<file path="src/rtl/uart_prog_loader.sv">
// uart_prog_loader
//   UART boot loader. Receives a framed program image on the serial line
//   (0xA5, N[7:0], N[15:8], then N little-endian 32-bit words) and writes
//   each word into IMEM. The CPU is held in reset while a load is active and
//   released once the whole image has been written.
// Ports
//   clk_i         system clock, all logic on posedge
//   rst_i         synchronous active-high reset
//   start_i       1-cycle pulse: enter load mode
//   rx_i          UART serial input, idle high, asynchronous
//   imem_we_o     IMEM write strobe, one cycle per word
//   imem_addr_o   IMEM word address
//   imem_wdata_o  IMEM write data
//   cpu_rst_o     hold CPU in reset (ORed with rst at top level)
//   busy_o        load in progress
//   done_o        sticky: image loaded OK
//   err_o         sticky: framing error or length overflow
module uart_prog_loader #(
   parameter int CLKS_PER_BIT = 868,
   parameter int ADDR_W       = 14
) (
   input  logic              clk_i,
   input  logic              rst_i,
   input  logic              start_i,
   input  logic              rx_i,
   output logic              imem_we_o,
   output logic [ADDR_W-1:0] imem_addr_o,
   output logic [31:0]       imem_wdata_o,
   output logic              cpu_rst_o,
   output logic              busy_o,
   output logic              done_o,
   output logic              err_o
);

   localparam int CW = $clog2(CLKS_PER_BIT);
   localparam logic [CW-1:0] HALF_M1 = CW'(CLKS_PER_BIT / 2 - 1);
   localparam logic [CW-1:0] FULL_M1 = CW'(CLKS_PER_BIT - 1);
   localparam int unsigned MAX_WORDS = 32'd1 << ADDR_W;

   typedef enum logic [1:0] {RX_IDLE, RX_START, RX_DATA, RX_STOP} rx_state_e;
   typedef enum logic [2:0] {S_IDLE, S_SYNC, S_LEN0, S_LEN1, S_DATA, S_DONE} state_e;

   // ---------------- RX front end ----------------
   logic            rx_s1_q, rx_s2_q, rx_prev_q;
   rx_state_e       rx_state_q, rx_state_d;
   logic [CW-1:0]   rx_cnt_q, rx_cnt_d;
   logic [2:0]      rx_bit_q, rx_bit_d;
   logic [7:0]      rx_shift_q, rx_shift_d;
   logic            byte_vld_q, byte_vld_d;
   logic            frm_err_q, frm_err_d;

   always_ff @(posedge clk_i) begin
      if (rst_i) begin
         rx_s1_q    <= 1'b1;
         rx_s2_q    <= 1'b1;
         rx_prev_q  <= 1'b1;
         rx_state_q <= RX_IDLE;
         rx_cnt_q   <= '0;
         rx_bit_q   <= '0;
         rx_shift_q <= '0;
         byte_vld_q <= 1'b0;
         frm_err_q  <= 1'b0;
      end else begin
         rx_s1_q    <= rx_i;
         rx_s2_q    <= rx_s1_q;
         rx_prev_q  <= rx_s2_q;
         rx_state_q <= rx_state_d;
         rx_cnt_q   <= rx_cnt_d;
         rx_bit_q   <= rx_bit_d;
         rx_shift_q <= rx_shift_d;
         byte_vld_q <= byte_vld_d;
         frm_err_q  <= frm_err_d;
      end
   end

   always_comb begin
      rx_state_d = rx_state_q;
      rx_cnt_d   = rx_cnt_q;
      rx_bit_d   = rx_bit_q;
      rx_shift_d = rx_shift_q;
      byte_vld_d = 1'b0;
      frm_err_d  = 1'b0;
      case (rx_state_q)
         RX_IDLE: begin
            if (rx_prev_q && !rx_s2_q) begin
               rx_state_d = RX_START;
               rx_cnt_d   = '0;
            end
         end
         RX_START: begin
            // Mid start bit: a line back high means it was only a glitch.
            if (rx_cnt_q == HALF_M1) begin
               rx_cnt_d   = '0;
               rx_bit_d   = '0;
               rx_state_d = rx_s2_q ? RX_IDLE : RX_DATA;
            end else begin
               rx_cnt_d = rx_cnt_q + 1'b1;
            end
         end
         RX_DATA: begin
            if (rx_cnt_q == FULL_M1) begin
               rx_cnt_d   = '0;
               rx_shift_d = {rx_s2_q, rx_shift_q[7:1]};
               if (rx_bit_q == 3'd7) rx_state_d = RX_STOP;
               else                  rx_bit_d   = rx_bit_q + 1'b1;
            end else begin
               rx_cnt_d = rx_cnt_q + 1'b1;
            end
         end
         default: begin
            if (rx_cnt_q == FULL_M1) begin
               rx_cnt_d   = '0;
               rx_state_d = RX_IDLE;
               byte_vld_d = rx_s2_q;
               frm_err_d  = !rx_s2_q;
            end else begin
               rx_cnt_d = rx_cnt_q + 1'b1;
            end
         end
      endcase
   end

   // ---------------- Loader FSM ----------------
   state_e            state_q, state_d;
   logic [15:0]       len_q, len_d;
   logic [ADDR_W-1:0] idx_q, idx_d;
   logic [1:0]        bcnt_q, bcnt_d;
   logic [23:0]       wbuf_q, wbuf_d;
   logic              we_q, we_d;
   logic [ADDR_W-1:0] addr_q, addr_d;
   logic [31:0]       wdata_q, wdata_d;
   logic              cpu_rst_q, cpu_rst_d;
   logic              done_q, done_d;
   logic              err_q, err_d;
   logic              busy;
   logic [15:0]       n_w;
   logic              last_word;

   assign busy      = (state_q == S_SYNC) || (state_q == S_LEN0) ||
                      (state_q == S_LEN1) || (state_q == S_DATA);
   assign n_w       = {rx_shift_q, len_q[7:0]};
   assign last_word = (({{(32-ADDR_W){1'b0}}, idx_q} + 32'd1) == {16'd0, len_q});

   always_ff @(posedge clk_i) begin
      if (rst_i) begin
         state_q   <= S_IDLE;
         len_q     <= '0;
         idx_q     <= '0;
         bcnt_q    <= '0;
         wbuf_q    <= '0;
         we_q      <= 1'b0;
         addr_q    <= '0;
         wdata_q   <= '0;
         cpu_rst_q <= 1'b0;
         done_q    <= 1'b0;
         err_q     <= 1'b0;
      end else begin
         state_q   <= state_d;
         len_q     <= len_d;
         idx_q     <= idx_d;
         bcnt_q    <= bcnt_d;
         wbuf_q    <= wbuf_d;
         we_q      <= we_d;
         addr_q    <= addr_d;
         wdata_q   <= wdata_d;
         cpu_rst_q <= cpu_rst_d;
         done_q    <= done_d;
         err_q     <= err_d;
      end
   end

   always_comb begin
      state_d   = state_q;
      len_d     = len_q;
      idx_d     = idx_q;
      bcnt_d    = bcnt_q;
      wbuf_d    = wbuf_q;
      we_d      = 1'b0;
      addr_d    = addr_q;
      wdata_d   = wdata_q;
      cpu_rst_d = cpu_rst_q;
      done_d    = done_q;
      err_d     = err_q;
      case (state_q)
         S_IDLE, S_DONE: begin
            if (start_i) begin
               state_d   = S_SYNC;
               cpu_rst_d = 1'b1;
               done_d    = 1'b0;
               err_d     = 1'b0;
               len_d     = '0;
               idx_d     = '0;
               bcnt_d    = '0;
            end
         end
         S_SYNC: begin
            if (byte_vld_q && rx_shift_q == 8'hA5) state_d = S_LEN0;
         end
         S_LEN0: begin
            if (byte_vld_q) begin
               len_d[7:0] = rx_shift_q;
               state_d    = S_LEN1;
            end
         end
         S_LEN1: begin
            if (byte_vld_q) begin
               len_d = n_w;
               if (n_w == 16'd0) begin
                  state_d   = S_DONE;
                  done_d    = 1'b1;
                  cpu_rst_d = 1'b0;
               end else if ({16'd0, n_w} > MAX_WORDS) begin
                  // CPU stays in reset: no valid image is present.
                  state_d = S_IDLE;
                  err_d   = 1'b1;
               end else begin
                  state_d = S_DATA;
               end
            end
         end
         default: begin
            if (byte_vld_q) begin
               case (bcnt_q)
                  2'd0: wbuf_d[7:0]   = rx_shift_q;
                  2'd1: wbuf_d[15:8]  = rx_shift_q;
                  2'd2: wbuf_d[23:16] = rx_shift_q;
                  default: begin
                     // Word buffer is separate from the output so imem_wdata_o
                     // only changes together with the write strobe.
                     wdata_d = {rx_shift_q, wbuf_q};
                     addr_d  = idx_q;
                     we_d    = 1'b1;
                     idx_d   = idx_q + 1'b1;
                     if (last_word) begin
                        state_d   = S_DONE;
                        done_d    = 1'b1;
                        cpu_rst_d = 1'b0;
                     end
                  end
               endcase
               bcnt_d = bcnt_q + 1'b1;
            end
         end
      endcase
      // Framing error aborts the load; cpu_rst stays set so a partial image never runs.
      if (busy && frm_err_q) begin
         state_d = S_IDLE;
         err_d   = 1'b1;
         bcnt_d  = '0;
      end
   end

   assign imem_we_o    = we_q;
   assign imem_addr_o  = addr_q;
   assign imem_wdata_o = wdata_q;
   assign cpu_rst_o    = cpu_rst_q;
   assign busy_o       = busy;
   assign done_o       = done_q;
   assign err_o        = err_q;

endmodule

</file>
<file path="config.mk">
export PLATFORM = sky130hd
export DESIGN_NAME = uart_prog_loader
export DESIGN_NICKNAME = d
export VERILOG_FILES = /design/src/rtl/uart_prog_loader.sv
export SDC_FILE = /design/constraint.sdc
export NUM_CORES = 1
export LEC_CHECK = 0
export BUFFER_PORTS_ARGS = -buffer_cell sky130_fd_sc_hd__clkbuf_2
export CAP_MARGIN = 5
export CORE_MARGIN = 8
export CORE_UTILIZATION = 34
export CTS_CLUSTER_DIAMETER = 100
export CTS_CLUSTER_SIZE = 25
export DETAILED_ROUTE_END_ITERATION = 6
export GPL_TIMING_DRIVEN = 0
export PLACE_DENSITY = 0.52
export SETUP_SLACK_MARGIN = 0.1
export SKIP_LAST_GASP = 1
export SYNTH_ARGS = -nofsm -noshare
export SYNTH_HDL_FRONTEND = slang
export SYNTH_SLANG_ARGS = --single-unit
</file>
<file path="constraint.sdc">
create_clock -name clk_i -period 2.2 [get_ports clk_i]
set_input_delay 0 -clock clk_i [delete_from_list [all_inputs] [get_ports clk_i]]
set_output_delay 0 -clock clk_i [all_outputs]
set_load 0.1 [all_outputs]
</file>
==> impl_metrics.ini, run 1 <==
[final_layout]
drive_gt1_share_pct = 20.21
areaGrowthSynthToFinish_pct = 25.67
nets = 871
mostFrequentLayoutCell = nand2_1
antenna_cells = 0
fillers = 1813
layout_common_cells = nand2_1, dfxtp_1, a21oi_1

[clocking]
cts_buffers = 17
clock-sinks = 137
root_buffer = clkbuf_16
clkTransAtPathRegs_ns = 0.06
insertion_delay_ns = 0.42
h-tree-depth = 4
cts_tree = built
clock_path_buffers = 2

[pwr]
vdd_drop_max_uv = 571.1
p_leak_nw = 2.815
powerDensity_mw_per_mm2 = 880.9

[sta]
fin_crit_sh_pct = 100.3
layout_min_cycle_time_ns = 2.206
setup_violations = 2
layout_setup_ws_ns = -0.005818
final_max_slew_viol_count = 0
slew_headroom_pct = 45.96
rsz0062_at_grt = yes
hold_viol = 0
whs_ns = 0.2317
fin_skew_ns = 0.008646
fmax_mhz = 453.3
worst_pin_slew_ns = 0.8044

[grt]
grt_pass1_wl_mm = 28.46
grt_max_degree = 17
grt_pass1_vias = 5317
grt.overflow.total = 0
track_usage_pct = 15.99
grt_antenna_before_repair = 1

[routing]
wl_per_cell_um = 16.23
routed_wirelength_mm = 17.85
viasPerCell = 5.142
ant_nets = 0
initialDrtViolationCount = 264
vias = 5656
drt_first_pass_iters = 4
drc = 0

[synth]
synth_nets = 788
synth_flop_cell = dfxtp_1
yosys_warnings = 0
netlist_area_mm2 = 0.006215
yosysSeqAreaShare_pct = 44.13
synth.avg_cell_area_um2 = 8.019
synth_enable_flop_cells = 0
ys_ff_latch = 137
synthCells = 775
synth.distinct_cells = 66
async_flop_share_pct = 0

[placement]
place.gp.congestion = 0.8374
numPortBuffers = 52
dp_hpwl_mm = 12.21
pre_cts_slack_ns = -0.5621

[die]
die_area_mm2 = 0.02286
ios = 55
fp.coreArea_mm2 = 0.01796
rows = 49
die_h_um = 151.2
die_w_um = 151.2
start_util_pct = 34.60

[critical_path]
required_ns = 2.51
start_kind = flip-flop
r2r_start = idx_q[0]
critPathArrivalTime_ns = 2.51
r2r_setup_slack_ns = -0.006
r2r-end = state_q[0]
reg2reg_depth = 11
crit_type = reg -> reg
cp_max_fo = 4
critPathCapture = state_q[0]
cp-startpoint = idx_q[0]
crit_path_end_kind = flip-flop

[run_status]
outcome = finished, violations left
violations = setup timing

[run]
cap_violations = 0

[hold_path]
hold_path.class = in -> reg
-- per-stage QoR --
step | utilization, % | power, mW | TNS, ns | cells | cell area [um^2]
final | 43.48 | 6.880 | -0.01071 | 1100 | 7810
after global routing | 43.48 | 7.165 | -0.1591 | 1100 | 7810
after CTS | 42.59 | 6.855 | 0 | 1099 | 7651
after detailed placement | 37.88 | 3.835 | -23.03 | 1056 | 6804
after global placement | 37.88 | 3.840 | -24.36 | 1056 | 6804
after floorplan | - | 3.520 | 0 | 775 | 6257
-- metal layers --
metal	up-vias	global-route usage [%]	part of all wire, %
li1	2869	-	-
met1	2640	21.60	48
met2	123	24.38	45
met3	22	3.705	4.8
met4	2	5.789	1.4
met5	-	0	0.056
-- cells in the mapped netlist, types with 12 or more instances --
| cell type | n | area, um^2 |
|---|---|---|
| nand2_1 | 145 | 544.3 |
| dfxtp_1 | 137 | 2743 |
| a21oi_1 | 109 | 545.5 |
| nor2_1 | 51 | 191.4 |
| nand3_1 | 45 | 225.2 |
| clkbuf_1 | 44 | 165.2 |
| o21ai_0 | 26 | 130.1 |
| inv_1 | 14 | 52.55 |
| mux2i_1 | 14 | 140.1 |
| or3_1 | 14 | 87.58 |
| xnor2_1 | 14 | 122.6 |
| xor2_1 | 12 | 105.1 |
-- cells by family (layout without fill, tap and decap cells) --
kind of cell / after synthesis / in the layout / synth area share (%)
simple gates: 337 / 337 / 26.37
compound gates: 180 / 180 / 17.09
flops: 137 / 137 / 44.13
buf+inv: 71 / 167 / 4.490
xor+xnor: 26 / 26 / 3.664
mux: 15 / 15 / 2.436
fa+ha+maj: 9 / 9 / 1.812
-- registers in the layout (all words and copies together) (netlist names), 8 cells and up --
name,count
imem_wdata_o,32
wbuf_q,24
len_q,16
idx_q,14
imem_addr_o,14
rx_cnt_q,10
rx_shift_q,8
-- timing repair --
| item | CTS | global route |
|---|---|---|
| gates resized for setup | 36 | 50 |
| hold endpoints to repair | 1 | 0 |
| endpoints found under the setup margin | 80 | 105 |
| hold buffers | 1 | 0 |
| buffers inserted | 10 | 5 |
| pin swaps | 11 | 9 |
-- worst min path at each step --
stage | slack, ns | start | end | depth (start not counted)
detailed placement | 0.21 | rx_i | rx_s1_q | 2
CTS | 0.19 | start_i | state_q[2] | 3
floorplan | 0.10 | rx_i | rx_s1_q | 1
global route | 0.25 | start_i | len_q[4] | 4
global placement | 0.21 | rx_i | rx_s1_q | 2
finish | 0.23 | start_i | len_q[5] | 4
-- area by class of cell --
class	count	area, um^2	share of cell area [%]
multi-input cells	567	3461	44.31
flip-flops and latches	137	2763	35.37
clock buffers	20	456.7	5.847
repair buffers	68	385.4	4.934
well taps	229	286.5	3.669
plain buffers	52	252.7	3.236
clock inverters	12	148.9	1.906
inverters	15	56.30	0.7209
-- power breakdown --
part           internal, mW  switching [mW]  leakage (nW)
logic                 0.440           0.956          1.42
clock network          1.83            1.09         0.288
registers              2.52          0.0451          1.11
-- worst max-delay path, stage by stage, from the launching register on --
cell and delay, ns:
dfxtp_4 0.36, ha_4 0.14, nand4_1 0.22, buf_4 0.22, buf_4 0.14, o311ai_4 0.24
o31ai_4 0.13, nand2_2 0.10, nor4_4 0.05, buf_4 0.16, buf_4 0.13, o31a_1 0.22
(Power assumes the default switching activity.)
==> inputs of run 2 (changes only) <==
--- a/config.mk
+++ b/config.mk
@@ -8,12 +8,13 @@
 export BUFFER_PORTS_ARGS = -buffer_cell sky130_fd_sc_hd__clkbuf_2
 export CAP_MARGIN = 5
 export CORE_MARGIN = 8
-export CORE_UTILIZATION = 34
+export CORE_UTILIZATION = 54
 export CTS_CLUSTER_DIAMETER = 100
 export CTS_CLUSTER_SIZE = 25
 export DETAILED_ROUTE_END_ITERATION = 6
 export GPL_TIMING_DRIVEN = 0
-export PLACE_DENSITY = 0.52
+export PLACE_DENSITY = 0.76
+export REMOVE_ABC_BUFFERS = 1
 export SETUP_SLACK_MARGIN = 0.1
 export SKIP_LAST_GASP = 1
 export SYNTH_ARGS = -nofsm -noshare
==> run 2 against run 1 <==
Net effect:
- the flow still finishes with violations (setup timing)
- clock-buffer cell count is 2 lower
- flip-flop and latch count stayed put
- global-route usage is 5.4 points higher
- register-to-register slack is essentially flat
- first-iteration DRC count up 75%
- total power shrank 6.9%
- clock skew rose by 0.0033 ns
- highest routed layer is now met4
- sequential power up 4%
- critical path type unchanged
==> impl_metrics.ini, run 2 (same netlist as run 1, synthesis figures left out) <==
[run_status]
outcome = finished, violations left
violations = setup timing

[routing]
routed_wirelength_mm = 16.08
initialDrtViolationCount = 462
ant_nets = 0
viasPerCell = 5.930
drt_first_pass_iters = 5
vias = 5776
wl_per_cell_um = 16.51
drc = 0

[grt]
track_usage_pct = 21.39
grtUsageMet2_pct = 35.25
grt_pass1_wl_mm = 25.99
grt_max_degree = 75
grt.overflow.total = 0
busiest_layer = met2
grtUsageMet3_pct = 5.616
grt_pass1_vias = 5355
grt_antenna_before_repair = 0
grt_use_met1_pct = 26.07

[critical_path]
crit_path_end_kind = flip-flop
required_ns = 2.55
crit_type = reg -> reg
critPathArrivalTime_ns = 2.55
start_kind = flip-flop
cp_max_fo = 5

[final_layout]
nets = 831
areaGrowthSynthToFinish_pct = 20.29
fillers = 928
mostFrequentLayoutCell = nand2_1
antenna_cells = 0
largest_register_ffs = 32
instances_no_fill = 974
multi_input_area_mm2 = 0.003407
drive_gt1_share_pct = 19.98
regArea_mm2 = 0.002779
layout_common_cells = nand2_1, dfxtp_1, a21oi_1

[clocking]
cts_buffers = 17
h-tree-depth = 4
clock_path_buffers = 2
cts_tree = built
root_buffer = clkbuf_16
clock-sinks = 137
clkTransAtPathRegs_ns = 0.06
insertion_delay_ns = 0.42

[sta]
fmax_mhz = 454.5
rsz0062_at_grt = yes
slew_headroom_pct = 37.49
worst_pin_slew_ns = 0.9377
fin_crit_sh_pct = 100.0
final_max_slew_viol_count = 0
setup_violations = 0
fin_skew_ns = 0.01198
hold_viol = 0
layout_setup_ws_ns = -0.0000008882
layout_min_cycle_time_ns = 2.200

[hold_path]
hold_path.class = in -> reg

[die]
die_w_um = 123.3
fp.coreArea_mm2 = 0.01132
die_h_um = 123.3
start_util_pct = 54.90
ios = 55
rows = 39
die_area_mm2 = 0.01520

[pwr]
vdd_drop_max_uv = 862.7
p_leak_nw = 2.710
powerDensity_mw_per_mm2 = 856.8

[placement]
dp_hpwl_mm = 10.30
place.gp.congestion = 0.9316
dp.cells = 921
pre_cts_slack_ns = -0.6621
numPortBuffers = 54

[run]
cap_violations = 0
==> run 2: worst paths after layout <==
check | from | to | depth (start not counted) | slack (ns)
max | idx_q[1] | done_o | 8 | -0.0000009
min | start_i | state_q[2] | 3 | 0.16
max reg2reg | idx_q[1] | done_o | 8 | -0.0000009
min reg2reg | rx_s1_q | rx_s2_q | 1 | 0.42
==> run 2: area by class of cell <==
| type | count | share of cell area, % |
|---|---|---|
| Multi-Input combinational cell | 568 | 45.57 |
| Sequential cell | 137 | 37.17 |
| Timing Repair Buffer | 79 | 6.929 |
| Clock buffer | 18 | 5.874 |
| Tap cell | 143 | 2.393 |
| Clock inverter | 14 | 1.289 |
| Inverter | 15 | 0.7699 |
==> run 2: critical path, cell delays in order (launching register included) <==
cell	delay, ns
dfxtp_4	0.36
ha_4	0.14
nand4_1	0.23
or3_4	0.46
a211oi_2	0.23
o2111ai_2	0.18
nor4_4	0.17
buf_4	0.18
mux2i_1	0.18
==> run 2: per-stage QoR <==
step	util [%]	cell area, um^2	hold slack (ns)	power [mW]	TNS, ns
2_1_floorplan	-	5992	0.06907	3.411	-83.14
3_3_place_gp	56.90	6441	0.1858	3.646	-188.84
3_5_place_dp	57.99	6565	0.1879	3.712	-25.38
4_1_cts	65.08	7367	0.1457	6.348	0
5_1_grt	66.04	7476	0.2004	6.659	-0.08672
6_report	66.04	7476	0.1591	6.406	0
==> run 2: repair_timing <==
action,4_1_cts,5_1_grt
endpoints found under the hold margin,1,0
setup buffers,13,6
resized for setup,35,22
hold buffers,1,0
pin swaps,17,11
setup endpoints to repair,80,41
gates cloned,1,0
==> run 2: report_power, final <==
group | internal, mW | leakage (nW) | switching (mW)
Sequential | 2.53 | 1.11 | 0.121
Clock | 1.47 | 0.262 | 1.08
Combinational | 0.385 | 1.33 | 0.820
==> run 2: layer usage <==
metal | vias to the layer above | wire (um)
met3 | 37 | 1175
met5 | - | 0
met2 | 218 | 7947
li1 | 2789 | -
met1 | 2732 | 6591
met4 | 0 | 366
==> inputs of run 3 (changes only) <==
--- a/config.mk
+++ b/config.mk
@@ -8,12 +8,12 @@
 export BUFFER_PORTS_ARGS = -buffer_cell sky130_fd_sc_hd__clkbuf_2
 export CAP_MARGIN = 5
 export CORE_MARGIN = 8
-export CORE_UTILIZATION = 54
+export CORE_UTILIZATION = 40
 export CTS_CLUSTER_DIAMETER = 100
 export CTS_CLUSTER_SIZE = 25
 export DETAILED_ROUTE_END_ITERATION = 6
 export GPL_TIMING_DRIVEN = 0
-export PLACE_DENSITY = 0.76
+export PLACE_DENSITY = 0.59
 export REMOVE_ABC_BUFFERS = 1
 export SETUP_SLACK_MARGIN = 0.1
 export SKIP_LAST_GASP = 1
==> run 3 against run 2 <==
Net effect:
- the run still ends with setup timing left
- final cell count grew 4.8%
- combinational power is essentially flat
- flip-flop and latch count is the same
- setup slack lost 0.0087 ns
- clock-buffer cell count is the same
- design area grew 1.9%
- worst hold slack gained 0.025 ns
- maximum frequency shrank 0.40%
- critical path depth grew 1
- register-to-register slack is essentially flat
- highest routed layer unchanged
==> impl_metrics.ini, run 3 (same netlist as run 1, synthesis figures left out) <==
[run_status]
outcome = finished, violations left
violations = setup timing

[sta]
slew_headroom_pct = 34.28
hold_viol = 0
layout_min_cycle_time_ns = 2.209
final_max_slew_viol_count = 0
fin_skew_ns = 0.006698
fmax_mhz = 452.7
rsz0062_at_grt = yes
worst_pin_slew_ns = 0.9782
setup_violations = 1
fin_crit_sh_pct = 100.4
layout_setup_ws_ns = -0.008729

[critical_path]
required_ns = 2.54
crit_path_end_kind = flip-flop
critPathArrivalTime_ns = 2.55
start_kind = flip-flop
cp_max_fo = 4
crit_type = reg -> reg

[grt]
grt_max_degree = 76
grt_antenna_before_repair = 0
track_usage_pct = 16.48
grt_pass1_vias = 5220
grt.overflow.total = 0
grt_pass1_wl_mm = 26.72

[placement]
dpl_cell_area_mm2 = 0.006644
pre_cts_slack_ns = -0.6427
place.gp.congestion = 0.8195
dp_hpwl_mm = 10.87
numPortBuffers = 54

[pwr]
p_leak_nw = 2.698
vdd_drop_max_uv = 952.7
powerDensity_mw_per_mm2 = 869.4
p_total_mw = 6.625

[clocking]
insertion_delay_ns = 0.42
root_buffer = clkbuf_16
clock_path_buffers = 2
h-tree-depth = 4
clock-sinks = 137
cts_tree = built
clkTransAtPathRegs_ns = 0.06
cts_buffers = 17

[final_layout]
largest_register_ffs = 32
nets = 833
fin_area_mm2 = 0.007621
antenna_cells = 0
areaGrowthSynthToFinish_pct = 22.63
mostFrequentLayoutCell = nand2_1
drive_gt1_share_pct = 20.77
layout_common_cells = nand2_1, dfxtp_1, a21oi_1

[die]
die_area_mm2 = 0.01978
die_h_um = 140.6
rows = 45
die_w_um = 140.6
start_util_pct = 40.88
ios = 55
fp.coreArea_mm2 = 0.01520

[routing]
wl_per_cell_um = 16.00
top_layer_used = met4
viasPerCell = 5.450
routed_wirelength_mm = 16.33
met2_length_mm = 7.818
m1WireLength_mm = 7.559
drc = 0
initialDrtViolationCount = 326
vias = 5564
drt_first_pass_iters = 5
dr_wl_met3_um = 721
ant_nets = 0

[run]
cap_violations = 0

[hold_path]
hold_path.class = in -> reg
## run 3: repair_timing
| item | 4_1_cts | 5_1_grt |
|---|---|---|
| pin swaps | 11 | 15 |
| setup endpoints to repair | 81 | 24 |
| cloned | 1 | 0 |
| buffers inserted | 12 | 7 |
| hold buffers | 1 | 0 |
| hold endpoints to repair | 1 | 0 |
| resized for setup | 33 | 30 |
## run 3: final timing paths
check                              start         end  slack (ns)  cells after the start
worst min register to register   rx_s1_q     rx_s2_q        0.41                      1
worst max-delay path            idx_q[1]      done_o      -0.009                      9
worst max register to register  idx_q[1]      done_o      -0.009                      9
worst min-delay path             start_i  state_q[2]        0.18                      3
## run 3: layer usage
| metal | track usage [%] | up-vias |
|---|---|---|
| met1 | 21.14 | 2641 |
| met3 | 3.579 | 19 |
| met5 | 0 | - |
| met4 | 5.826 | 0 |
| li1 | - | 2790 |
| met2 | 26.79 | 114 |
## run 3: final cells by class
type                            count  area [um^2]
Tap cell                          188        235.2
Fill cell                        1443         7581
Multi-Input combinational cell    568         3423
Clock buffer                       18        439.2
Inverter                           15        58.81
Sequential cell                   137         2784
Clock inverter                     14        140.1
Timing Repair Buffer               81        540.5
## run 3: metrics by stage
stage | util, % | hold slack (ns) | std cells | TNS, ns
after floorplan | - | 0.06907 | 719 | -83.14
final | 50.13 | 0.1844 | 1021 | -0.008729
after global placement | 42.74 | 0.1886 | 961 | -211.07
after CTS | 49.06 | 0.1570 | 1014 | -0.06789
after global routing | 50.13 | 0.2079 | 1021 | -0.2548
after detailed placement | 43.70 | 0.1852 | 968 | -19.13
## run 3: power by group
part	internal [mW]	leakage (nW)	switching, mW
Combinational	0.397	1.30	0.816
Sequential	2.53	1.12	0.123
Clock	1.61	0.279	1.15
## run 3: worst max-delay path, stage by stage, from the launching register on
cell and delay [ns]:
dfxtp_4 0.37, ha_4 0.14, nand4_1 0.12, buf_4 0.18, or3_4 0.37, a211oi_2 0.25
o2111ai_2 0.19, nor4_4 0.16, buf_4 0.18, mux2i_1 0.18
